===== src/rtl/rt_pkg.sv =====
// Shared ray-tracing types: Q16.16 scalars, 3-vectors and origin/direction rays.
package rt_pkg;

  localparam int FRAC_BITS = 16;

  typedef logic signed [31:0] fix_t;
  typedef fix_t [2:0] vec3_t;
  typedef vec3_t [1:0] ray_t;

  localparam int RAY_ORIG = 1;
  localparam int RAY_DIR  = 0;

  typedef enum logic [1:0] {
    RG_IDLE,
    RG_RUN,
    RG_DONE
  } rg_state_t;

endpackage


===== src/rtl/vec3_add.sv =====
// Three-lane 32-bit two's-complement adder; overflow wraps silently.
module vec3_add
  import rt_pkg::*;
(
  input  vec3_t a,
  input  vec3_t b,
  output vec3_t sum
);

  // Lane-wise wrapping add
  always_comb begin
    sum = '0;
    for (int i = 0; i < 3; i++) begin
      sum[i] = a[i] + b[i];
    end
  end

endmodule


===== src/rtl/ray_gen.sv =====
// Camera ray generator: streams one primary ray per pixel in raster order.
// Directions are built incrementally (cur += du along a row, row += dv per row).
module ray_gen
  import rt_pkg::*;
#(
  parameter int  WIDTH  = 640,
  parameter int  HEIGHT = 480,
  localparam int XW     = (WIDTH  > 1) ? $clog2(WIDTH)  : 1,
  localparam int YW     = (HEIGHT > 1) ? $clog2(HEIGHT) : 1
) (
  input  logic          clk,
  input  logic          reset,
  input  logic          i_start,
  input  vec3_t         i_cam_origin,
  input  vec3_t         i_cam_base,
  input  vec3_t         i_cam_du,
  input  vec3_t         i_cam_dv,
  output ray_t          o_ray,
  output logic [XW-1:0] o_x,
  output logic [YW-1:0] o_y,
  output logic          o_last,
  output logic          o_valid,
  input  logic          i_ready,
  output logic          o_busy,
  output logic          o_done
);

  localparam logic [XW-1:0] X_MAX     = XW'(WIDTH - 1);
  localparam logic [YW-1:0] Y_MAX     = YW'(HEIGHT - 1);
  localparam logic [XW-1:0] X_ONE     = XW'(1);
  localparam logic [YW-1:0] Y_ONE     = YW'(1);
  localparam logic          X_SINGLE  = (WIDTH == 1);
  localparam logic          ONE_PIXEL = (WIDTH == 1) && (HEIGHT == 1);

  rg_state_t state, state_nxt;

  vec3_t du, dv, row_dir;
  vec3_t dir_du, dir_dv;

  logic          accept;
  logic          start_ok;
  logic          step;
  logic          at_row_end;
  logic          at_last_row;
  logic [XW-1:0] x_inc;
  logic [YW-1:0] y_inc;

  assign accept      = o_valid && i_ready;
  assign start_ok    = (state == RG_IDLE) && i_start;
  assign step        = (state == RG_RUN) && accept && !o_last;
  assign at_row_end  = (o_x == X_MAX);
  assign at_last_row = (o_y == Y_MAX);
  assign x_inc       = o_x + X_ONE;
  assign y_inc       = o_y + Y_ONE;

  // Next direction along the current row, and first direction of the next row
  vec3_add u_add_du (
    .a   (o_ray[RAY_DIR]),
    .b   (du),
    .sum (dir_du)
  );

  vec3_add u_add_dv (
    .a   (row_dir),
    .b   (dv),
    .sum (dir_dv)
  );

  // State register
  always_ff @(posedge clk) begin
    if (reset) state <= RG_IDLE;
    else       state <= state_nxt;
  end

  // Next-state logic: DONE always lasts exactly one cycle
  always_comb begin
    state_nxt = state;
    case (state)
      RG_IDLE: if (i_start) state_nxt = RG_RUN;
      RG_RUN:  if (accept && o_last) state_nxt = RG_DONE;
      RG_DONE: state_nxt = RG_IDLE;
      default: state_nxt = RG_IDLE;
    endcase
  end

  // Camera step vectors and row-start direction; only loaded on start or row advance
  always_ff @(posedge clk) begin
    if (start_ok) begin
      du      <= i_cam_du;
      dv      <= i_cam_dv;
      row_dir <= i_cam_base;
    end else if (step && at_row_end) begin
      row_dir <= dir_dv;
    end
  end

  // Registered outputs: status flags, pixel coordinates and the ray itself
  always_ff @(posedge clk) begin
    if (reset) begin
      o_ray   <= '0;
      o_x     <= '0;
      o_y     <= '0;
      o_last  <= 1'b0;
      o_valid <= 1'b0;
      o_busy  <= 1'b0;
      o_done  <= 1'b0;
    end else begin
      o_valid <= (state_nxt == RG_RUN);
      o_busy  <= (state_nxt == RG_RUN);
      o_done  <= (state_nxt == RG_DONE);
      if (start_ok) begin
        o_ray[RAY_ORIG] <= i_cam_origin;
        o_ray[RAY_DIR]  <= i_cam_base;
        o_x             <= '0;
        o_y             <= '0;
        o_last          <= ONE_PIXEL;
      end else if (step) begin
        if (at_row_end) begin
          o_x            <= '0;
          o_y            <= y_inc;
          o_ray[RAY_DIR] <= dir_dv;
          o_last         <= X_SINGLE && (y_inc == Y_MAX);
        end else begin
          o_x            <= x_inc;
          o_ray[RAY_DIR] <= dir_du;
          o_last         <= (x_inc == X_MAX) && at_last_row;
        end
      end else if ((state == RG_RUN) && accept) begin
        o_last <= 1'b0;
      end
    end
  end

endmodule


===== config.mk =====
export PLATFORM = sky130hd
export DESIGN_NAME = ray_gen
export DESIGN_NICKNAME = d
export VERILOG_FILES = /design/src/rtl/rt_pkg.sv /design/src/rtl/vec3_add.sv /design/src/rtl/ray_gen.sv
export SDC_FILE = /design/constraint.sdc
export NUM_CORES = 1
export LEC_CHECK = 0
export CAP_MARGIN = 20
export CORE_UTILIZATION = 47
export CTS_CLUSTER_DIAMETER = 120
export DETAILED_ROUTE_END_ITERATION = 10
export PLACE_DENSITY = 0.82
export SLEW_MARGIN = 20
export SYNTH_ARGS = -nofsm -noshare
export SYNTH_HDL_FRONTEND = slang
export SYNTH_HIERARCHICAL = 1
export SYNTH_SLANG_ARGS = --single-unit

===== constraint.sdc =====
create_clock -name clk -period 10.9 [get_ports clk]
set_clock_uncertainty 0.15 [all_clocks]
set_input_delay 3.27 -clock clk [delete_from_list [all_inputs] [get_ports clk]]
set_output_delay 3.27 -clock clk [all_outputs]
set_load 0.03 [all_outputs]

# Word level (Yosys, flattened, before mapping)
# Index checks and enable logic that the tools add are counted.
# classes
n_addsub	8
n_mux	12
n_reduce_logical	14
n_eq_ne	6
# ops
op	n
two-way mux 96 bit	5
adder 32 bit	6
== test 10 bit, second input constant	2
adder 10 x 1 -> 10 bit, second input constant	1
two-way mux 10 bit	1
adder 9 x 1 -> 9 bit, second input constant	1
== test 9 bit, second input constant	1
logical AND 1 bit	7
nonzero test 2 bit	3
== test 2 x 1 -> 1 bit, second input constant	2
two-way mux 2 bit	2
case mux 2 bit (2 select lines)	1
two-way mux 1 bit	3
== test 2 bit, second input constant	1
zero test 2 bit	1
AND reduction 2 bit	1
OR reduction 2 bit	1
zero test 1 bit	1
# word_totals
in_bits	388
ff_bits	504
elab_cells	61

# Depth between registers and ports, before layout
# Gate-level depths: netlist of the first run.
# depth
depth_word	6
mapped_depth	13
depth_no_buf	13

# Modules after synthesis
# The synthesis of the first run kept the hierarchy.
# modules_own_cells
mod	seq_area_each_um2	area_each_um2	instances	cells_per_inst
ray_gen	12972.4	19683.9	1	1709
vec3_add at u_add_du	0.0	4733.3	1	659
vec3_add at u_add_dv	0.0	4463.0	1	624

# Least setup slack after synthesis of the first run
# No wires, ideal clock.
# synth_timing
path_type	input-to-reg
from	in i_ready
to	reg row_dir[0] (netlist bit), enable pin
setup_slack_ns	-0.593
path_buffers	1
cell_stages	4
t_required_ns	10.067
t_arrival_ns	10.660
path_cell_list	nand2_1 -> or3_4 -> buf_2 -> o21ai_0
# synth_via
elab_chain_cells	5
# synth_rtl
element	line	text
start, declared	ray_gen.sv:23	input logic i_ready,
logical AND 1 bit	ray_gen.sv:48	assign accept = o_valid && i_ready;
logical AND 1 bit (2 in series)	ray_gen.sv:50	assign step = (state == RG_RUN) && accept && !o_last;
logical AND 1 bit	ray_gen.sv:92	end else if (step && at_row_end) begin
nonzero test 2 bit (no line)	-	
end signal, assigned	ray_gen.sv:91	row_dir <= i_cam_base;
end signal, assigned	ray_gen.sv:93	row_dir <= dir_dv;
end, declared	ray_gen.sv:37	vec3_t du, dv, row_dir;
# Every way passes these cells.
# A chain may end at the register's enable or synchronous reset.

# Worst setup path after layout of the first run
# layout_timing
from	in i_start
to	reg row_dir[81] (netlist bit) (data pin)
# layout_via
elab_chain_cells	2
# layout_rtl
element	line	text
start, declared	ray_gen.sv:13	input logic i_start,
logical AND 1 bit	ray_gen.sv:49	assign start_ok = (state == RG_IDLE) && i_start;
two-way mux 96 bit	ray_gen.sv:88	if (start_ok) begin
# Every way passes these cells.

==> run_results.csv, run 1 <==
group,metric,value,unit
cts,cts.clk_slew.worst_paths,0.06,ns
yosys,syn_area,28900,sq um
sta,tightest_slew,1.04,ns
die,dieArea,62400,sq um
power,finalPower,5.88,mW
yosys,synth_compound_area_share,18.0,%
detailed_routing,firstDrtPassIters,6,
power,pwr_density_cell,158,nW/um^2
cts,clk_latency,0.60,ns
detailed_routing,routed_wl,88.2,mm
die,die_w,250,um
die,core_area,60600,sq um
cts,clockBufferDepth,3,
finish,final_util,61.6,%
cts,post-cts-setup-buffers,0,
grt,grt_overflow,0,
yosys,synthMuxAreaShare,3.40,%
die,ios,603,
yosys,synth_seq_area_share,44.9,%
worst_setup_path,worstSetupEndpointType,"flip-flop",
sta,fin_ws,4.95,ns
power,peakVddDrop,126,uV
yosys,yosys_warnings,6,
yosys,yosysUniqueCellTypes,93,
hold_path,whs_endpoint,"o_ray[111]",
cts,cts_buffers,55,
sta,relSlewSlack,30.4,%
yosys,synth_edf_count,288,
sta,setup_viol,0,
worst_setup_path,r2r_slack,6.62,ns
sta,max_freq,0.168,GHz
worst_setup_path,cp_max_fo,138,
hold_path,hold_class,"flip-flop to flip-flop",
sta,slew_viol_final,0,
detailed_routing,drtAntennaViolNets,0,
worst_setup_path,r2r_cells,14,
sta,hold_ws,0.302,ns
sta,period_share,54.6,%
run_status,status,"complete, no violations",
yosys,synth_simple_gate_area_share,16.7,%
finish,fillCellCount,4908,
cts,clock-root-buffer,"clkbuf_16",
die,dieHeight,250,um
cts,cts_tree,"yes",
worst_setup_path,cpPeakStageDelay,0.81,ns
place,dp_hpwl,64.7,mm
sta,tns,0,ns
hold_path,min-delay-start,"o_ray[111]",
worst_setup_path,r2r-start,"dv[64]",
yosys,ys.flop_type,"edfxtp_1",
cts,ctsHoldBuffers,0,
detailed_routing,dr_total_vias,24900,
finish,syn2layout_area_growth,29.2,%
worst_setup_path,worstPathRequired,11.22,ns
detailed_routing,drc,0,
worst_setup_path,arrival,6.27,ns
hold_path,whs_path_depth,2,
yosys,synthArstFlopShare,0,%
worst_setup_path,regToRegEndpoint,"o_ray[92]",
sta,layout_min_cycle_time,5.95,ns
cts,ctsResizeCount,0,
power,power.leakage,15.2,nW
worst_setup_path,crit_path_frequent_cell,"nand2_1",
sta,rsz0062_at_grt,"false",
yosys,synth_top_family_by_area,"compound AO/OA/AOI/OAI gates",
worst_setup_path,slowest_stage,"buf_4",
grt,grt_pass1_wl,134,mm
grt,grt_usage,27.1,%
place,post-place-ws,4.39,ns
yosys,syn_inst,2992,
sta,finalHoldViolations,0,
finish,nNetsFinal,4120,
yosys,synth_xor_area_share,5.43,%
yosys,synth_nets,3575,
place,gp_congestion,0.937,
yosys,yosys.area_share.adder,8.60,%
detailed_routing,drt_iter0_drc,1942,
worst_setup_path,crit_chain,"clkdlybuf4s50_1 > nand2_4 > inv_8 > buf_4 > nand2_1 > nand2_1",
grt,grt_max_degree,182,
die,rows,90,
yosys,ys_ff_latch,504,
worst_setup_path,crit_type,"input pin to flip-flop",
run,maxCapViolCount,0,
grt,grt_pass1_vias,24400,
die,initial_core_util,47.7,%
cts,cts_sinks,504,
place,io_buffers,602,
grt,antenna_found_initial,17,
detailed_routing,avgRoutedWirePerCell,20.1,um
worst_setup_path,startpoint_type,"input pin",
yosys,avgSynthCellArea,9.65,sq um
finish,drive_gt1_share,6.09,%
detailed_routing,via_per_inst,5.69,
cts,cts_max_level,2,
flip-flops by register name (all words and copies together) (netlist names):
register / count
o_y: 9
row_dir: 96
o_x: 10
state: 2
o_ray: 192
dv: 96
o_last: 1
o_done: 1
du: 96
o_busy: 1
kinds of logic after synthesis:
group                      after synthesis
and+or+nand+nor                       1130
AOI/OAI and AO/OA                      715
DFF                                    504
adders and majority gates              195
xor gates and xnor gates               179
buffers and inverters                  171
muxes                                   98
layer usage:
layer / routed length [um] / vias to the layer above / global-route usage, %
met4: 4100 / 2 / 13.8
met2: 42500 / 990 / 45.9
met3: 6440 / 211 / 5.59
li1: - / 12000 / -
met1: 35100 / 11800 / 32.6
met5: 12 / - / 0
metrics by stage:
stage,area (sq um),cells
final,37300,4380
after detailed placement,35400,4262
after CTS,37300,4364
after global routing,37300,4380
after global placement,35400,4262
after floorplan,28900,2992
cells in the final DEF (no fill, tap or decap), types with 7 or more instances in the layout:
cell and count:
a2111oi_0 28, a2111oi_2 71, a211oi_1 23, a21o_1 88, a21oi_1 248, a31oi_1 18, and2_1 12, and3_1 22
buf_4 13, clkbuf_1 11, clkbuf_16 59, clkbuf_8 16, clkdlybuf4s50_1 601, clkinv_2 7, dfxtp_1 216, diode_2 16
edfxtp_1 288, ha_1 189, inv_1 41, mux2i_1 97, nand2_1 591, nand2b_1 14, nand3_1 43, nand4_1 21
nor2_1 317, nor2b_1 18, nor3_1 31, nor3b_1 7, o211ai_1 16, o21a_1 21, o21ai_0 89, o21ai_1 14
o21bai_1 15, o22ai_1 9, o31ai_1 9, or3_1 8, xnor2_1 117, xor2_1 62
cells in the mapped netlist (71+ instances only):
master	instances	share of area, %
nand2_1	592	7.7
nor2_1	317	4.1
edfxtp_1	288	30
a21oi_1	248	4.3
dfxtp_1	216	15
ha_1	189	8.2
xnor2_1	117	3.5
mux2i_1	97	3.4
o21ai_0	90	1.6
a21o_1	88	2.3
clkbuf_1	79	1.0
a2111oi_2	71	3.7
power breakdown:
| part | internal [mW] | switching, mW |
|---|---|---|
| clock | 1.16 | 0.782 |
| sequential | 2.19 | 0.0872 |
| combinational | 0.712 | 0.958 |
worst max-delay path by stage:
| stage | startpoint | endpoint | cells after the start |
|---|---|---|---|
| 3_5_place_dp | i_start | du[87] | 4 |
| 3_3_place_gp | i_start | du[64] | 4 |
| 4_1_cts | i_start | row_dir[81] | 6 |
| 5_1_grt | i_start | row_dir[81] | 6 |
| 2_1_floorplan | i_start | du[0] | 4 |
| 6_report | i_start | row_dir[81] | 6 |
area by class of cell:
type / count / area (sq um) / share of cell area (%)
Antenna cell: 16 / 40.0 / 0.107
Clock buffer: 85 / 1720 / 4.62
Clock inverter: 17 / 173 / 0.463
Inverter: 42 / 165 / 0.443
Multi-Input combinational cell: 2317 / 15100 / 40.4
Sequential cell: 504 / 13000 / 34.8
Tap cell: 782 / 978 / 2.62
Timing Repair Buffer: 617 / 6170 / 16.5
critical path: cells and delay by family:
| family | cells | cell delay [ns] |
|---|---|---|
| buffers and inverters | 3 | 2.11 |
| AND/OR/NAND/NOR | 3 | 0.67 |
No activity file was read; power rests on OpenSTA's default activity.
==> inputs of run 2 (changes only) <==
--- a/config.mk
+++ b/config.mk
@@ -6,10 +6,10 @@
 export NUM_CORES = 1
 export LEC_CHECK = 0
 export CAP_MARGIN = 20
-export CORE_UTILIZATION = 47
+export CORE_UTILIZATION = 52
 export CTS_CLUSTER_DIAMETER = 120
 export DETAILED_ROUTE_END_ITERATION = 10
-export PLACE_DENSITY = 0.82
+export PLACE_DENSITY = 0.86
 export SLEW_MARGIN = 20
 export SYNTH_ARGS = -nofsm -noshare
 export SYNTH_HDL_FRONTEND = slang
==> constraint.sdc (replaced) <==
create_clock -name clk -period 6.2 [get_ports clk]
set_clock_uncertainty 0.15 [all_clocks]
set_input_delay 1.86 -clock clk [delete_from_list [all_inputs] [get_ports clk]]
set_output_delay 1.86 -clock clk [all_outputs]
set_load 0.03 [all_outputs]
==> run 2 against run 1 <==
Effect of this change:
- critical path depth rose by 8
- utilization increased by 6.4 points
- first-iteration DRC count grew 17%
- final cell count decreased by 0.75%
- sequential share of layout area down 0.085 points
- sequential power up 75%
- hold slack better by 0.00058 ns
- worst setup slack worse by 3.0 ns
- non-clock buffer count grew 2
- cell area grew 0.24%
- clock-buffer cell count is 8 lower
- critical path type is now flip-flop to flip-flop
- global-route usage rose by 3.2 points
==> run_results.csv, run 2 (synthesis gave the netlist of run 1 again) <==
group,metric,value,unit
power,finalPower,10.5,mW
cts,ctsResizeCount,0,
finish,syn2layout_area_growth,29.5,%
sta,period_share,67.8,%
cts,cts_tree,"yes",
grt,grt_pass1_vias,24900,
finish,nNetsFinal,4122,
detailed_routing,firstDrtPassIters,8,
power,power.leakage,15.3,nW
finish,largest_reg_flops,192,
sta,max_freq,0.238,GHz
worst_setup_path,arrival,4.56,ns
sta,slew_viol_final,0,
worst_setup_path,crit_path_frequent_cell,"o22ai_1",
run_status,status,"complete, no violations",
cts,clockBufferDepth,3,
grt,grt_usage,30.3,%
cts,post-cts-setup-buffers,0,
detailed_routing,drtAntennaViolNets,0,
hold_path,hold_class,"flip-flop to flip-flop",
detailed_routing,drc,0,
sta,rsz0062_at_grt,"false",
sta,tns,0,ns
power,peakVddDrop,262,uV
cts,cts_max_level,2,
detailed_routing,dr_total_vias,25500,
detailed_routing,top_layer_used,"met4",
place,post-place-ws,1.66,ns
grt,grt_overflow,0,
grt,grt_max_degree,155,
detailed_routing,route.met2.wl,42.3,mm
detailed_routing,wl_met3,7.34,mm
cts,cts_buffers,55,
die,core_area,55000,sq um
detailed_routing,avgRoutedWirePerCell,20.5,um
detailed_routing,wl_met1,34.3,mm
place,io_buffers,602,
detailed_routing,via_per_inst,5.87,
die,ios,603,
cts,cts_sinks,504,
cts,clk_latency,0.61,ns
cts,ctsHoldBuffers,0,
finish,layout_common_cells,"clkdlybuf4s50_1 (601), nand2_1 (591), nor2_1 (317)",
place,dp_hpwl,64.4,mm
place,gp_congestion,0.957,
sta,finalHoldViolations,0,
sta,tightest_slew,0.971,ns
die,rows,86,
die,die_w,238,um
cts,cts.clk_slew.worst_paths,0.06,ns
worst_setup_path,cp_max_fo,4,
sta,setup_viol,0,
power,pwr_density_cell,280,nW/um^2
die,dieHeight,238,um
sta,fin_ws,2.00,ns
finish,layout_commonest_cell,"clkdlybuf4s50_1",
sta,relSlewSlack,35.3,%
worst_setup_path,slowest_stage,"a221o_2",
worst_setup_path,crit_chain,"ha_1 > fa_1 > a21oi_1 > o22ai_1 > o22ai_1 > o41ai_1 > buf_4 > a221o_2 > o22ai_1 > nor2_1 > a21o_1 > xor2_1 > mux2i_1 > a2111oi_2",
worst_setup_path,crit_type,"flip-flop to flip-flop",
run,maxCapViolCount,0,
cts,clock-root-buffer,"clkbuf_16",
detailed_routing,drt_iter0_drc,2266,
sta,layout_min_cycle_time,4.20,ns
die,initial_core_util,52.5,%
grt,grt_pass1_wl,135,mm
finish,drive_gt1_share,6.17,%
worst_setup_path,worstSetupEndpointType,"flip-flop",
finish,max_flop_register,"o_ray",
grt,antenna_found_initial,13,
detailed_routing,routed_wl,88.9,mm
worst_setup_path,cpPeakStageDelay,0.42,ns
worst_setup_path,worstPathRequired,6.55,ns
die,dieArea,56500,sq um
worst_setup_path,startpoint_type,"flip-flop",
-- run 2: path summary, 6_finish.rpt --
kind | start | end | slack [ns] | cells past startpoint
hold / removal | o_ray[190] | o_ray[190] | 0.30 | 2
setup / recovery | row_dir[64] | o_ray[88] | 2.00 | 14
setup reg to reg | row_dir[64] | o_ray[88] | 2.00 | 14
hold reg to reg | o_ray[190] | o_ray[190] | 0.30 | 2
-- run 2: power breakdown --
| part | switching, mW | leakage, nW | internal (mW) |
|---|---|---|---|
| Sequential | 0.153 | 4.53 | 3.85 |
| Combinational | 1.71 | 9.81 | 1.26 |
| Clock | 1.41 | 0.949 | 2.07 |
-- run 2: final cells by class --
type | instances | area [sq um]
timing repair buffer | 619 | 6280
tap | 748 | 936
clock buffer | 77 | 1660
antenna | 15 | 37.5
inverter | 42 | 165
multi-input combinational | 2317 | 15100
fill | 4046 | 17600
sequential | 504 | 13000
clock inverter | 25 | 262
-- run 2: per-stage QoR --
stage	hold slack (ns)	instance area [sq um]	cells	util [%]
floorplan	0.344	28900	2992	-
global placement	0.290	35400	4230	64.4
detailed placement	0.296	35400	4230	64.4
CTS	0.305	37400	4332	67.9
global route	0.323	37400	4341	68.0
finish	0.302	37400	4347	68.0
-- run 2: critical path: cells and delay by family, from the launching register on --
kind	cells	cell delay, ns
mux	1	0.15
fa+ha+maj	2	0.65
compound gates	8	2.14
buf+inv	1	0.16
flops	1	0.38
simple gates	1	0.13
xor+xnor	1	0.33
-- run 2: routing by layer --
layer	up-vias	GRT usage (%)
met5	-	0
met4	0	17.0
li1	12000	-
met1	12100	36.3
met3	272	6.56
met2	1227	50.5
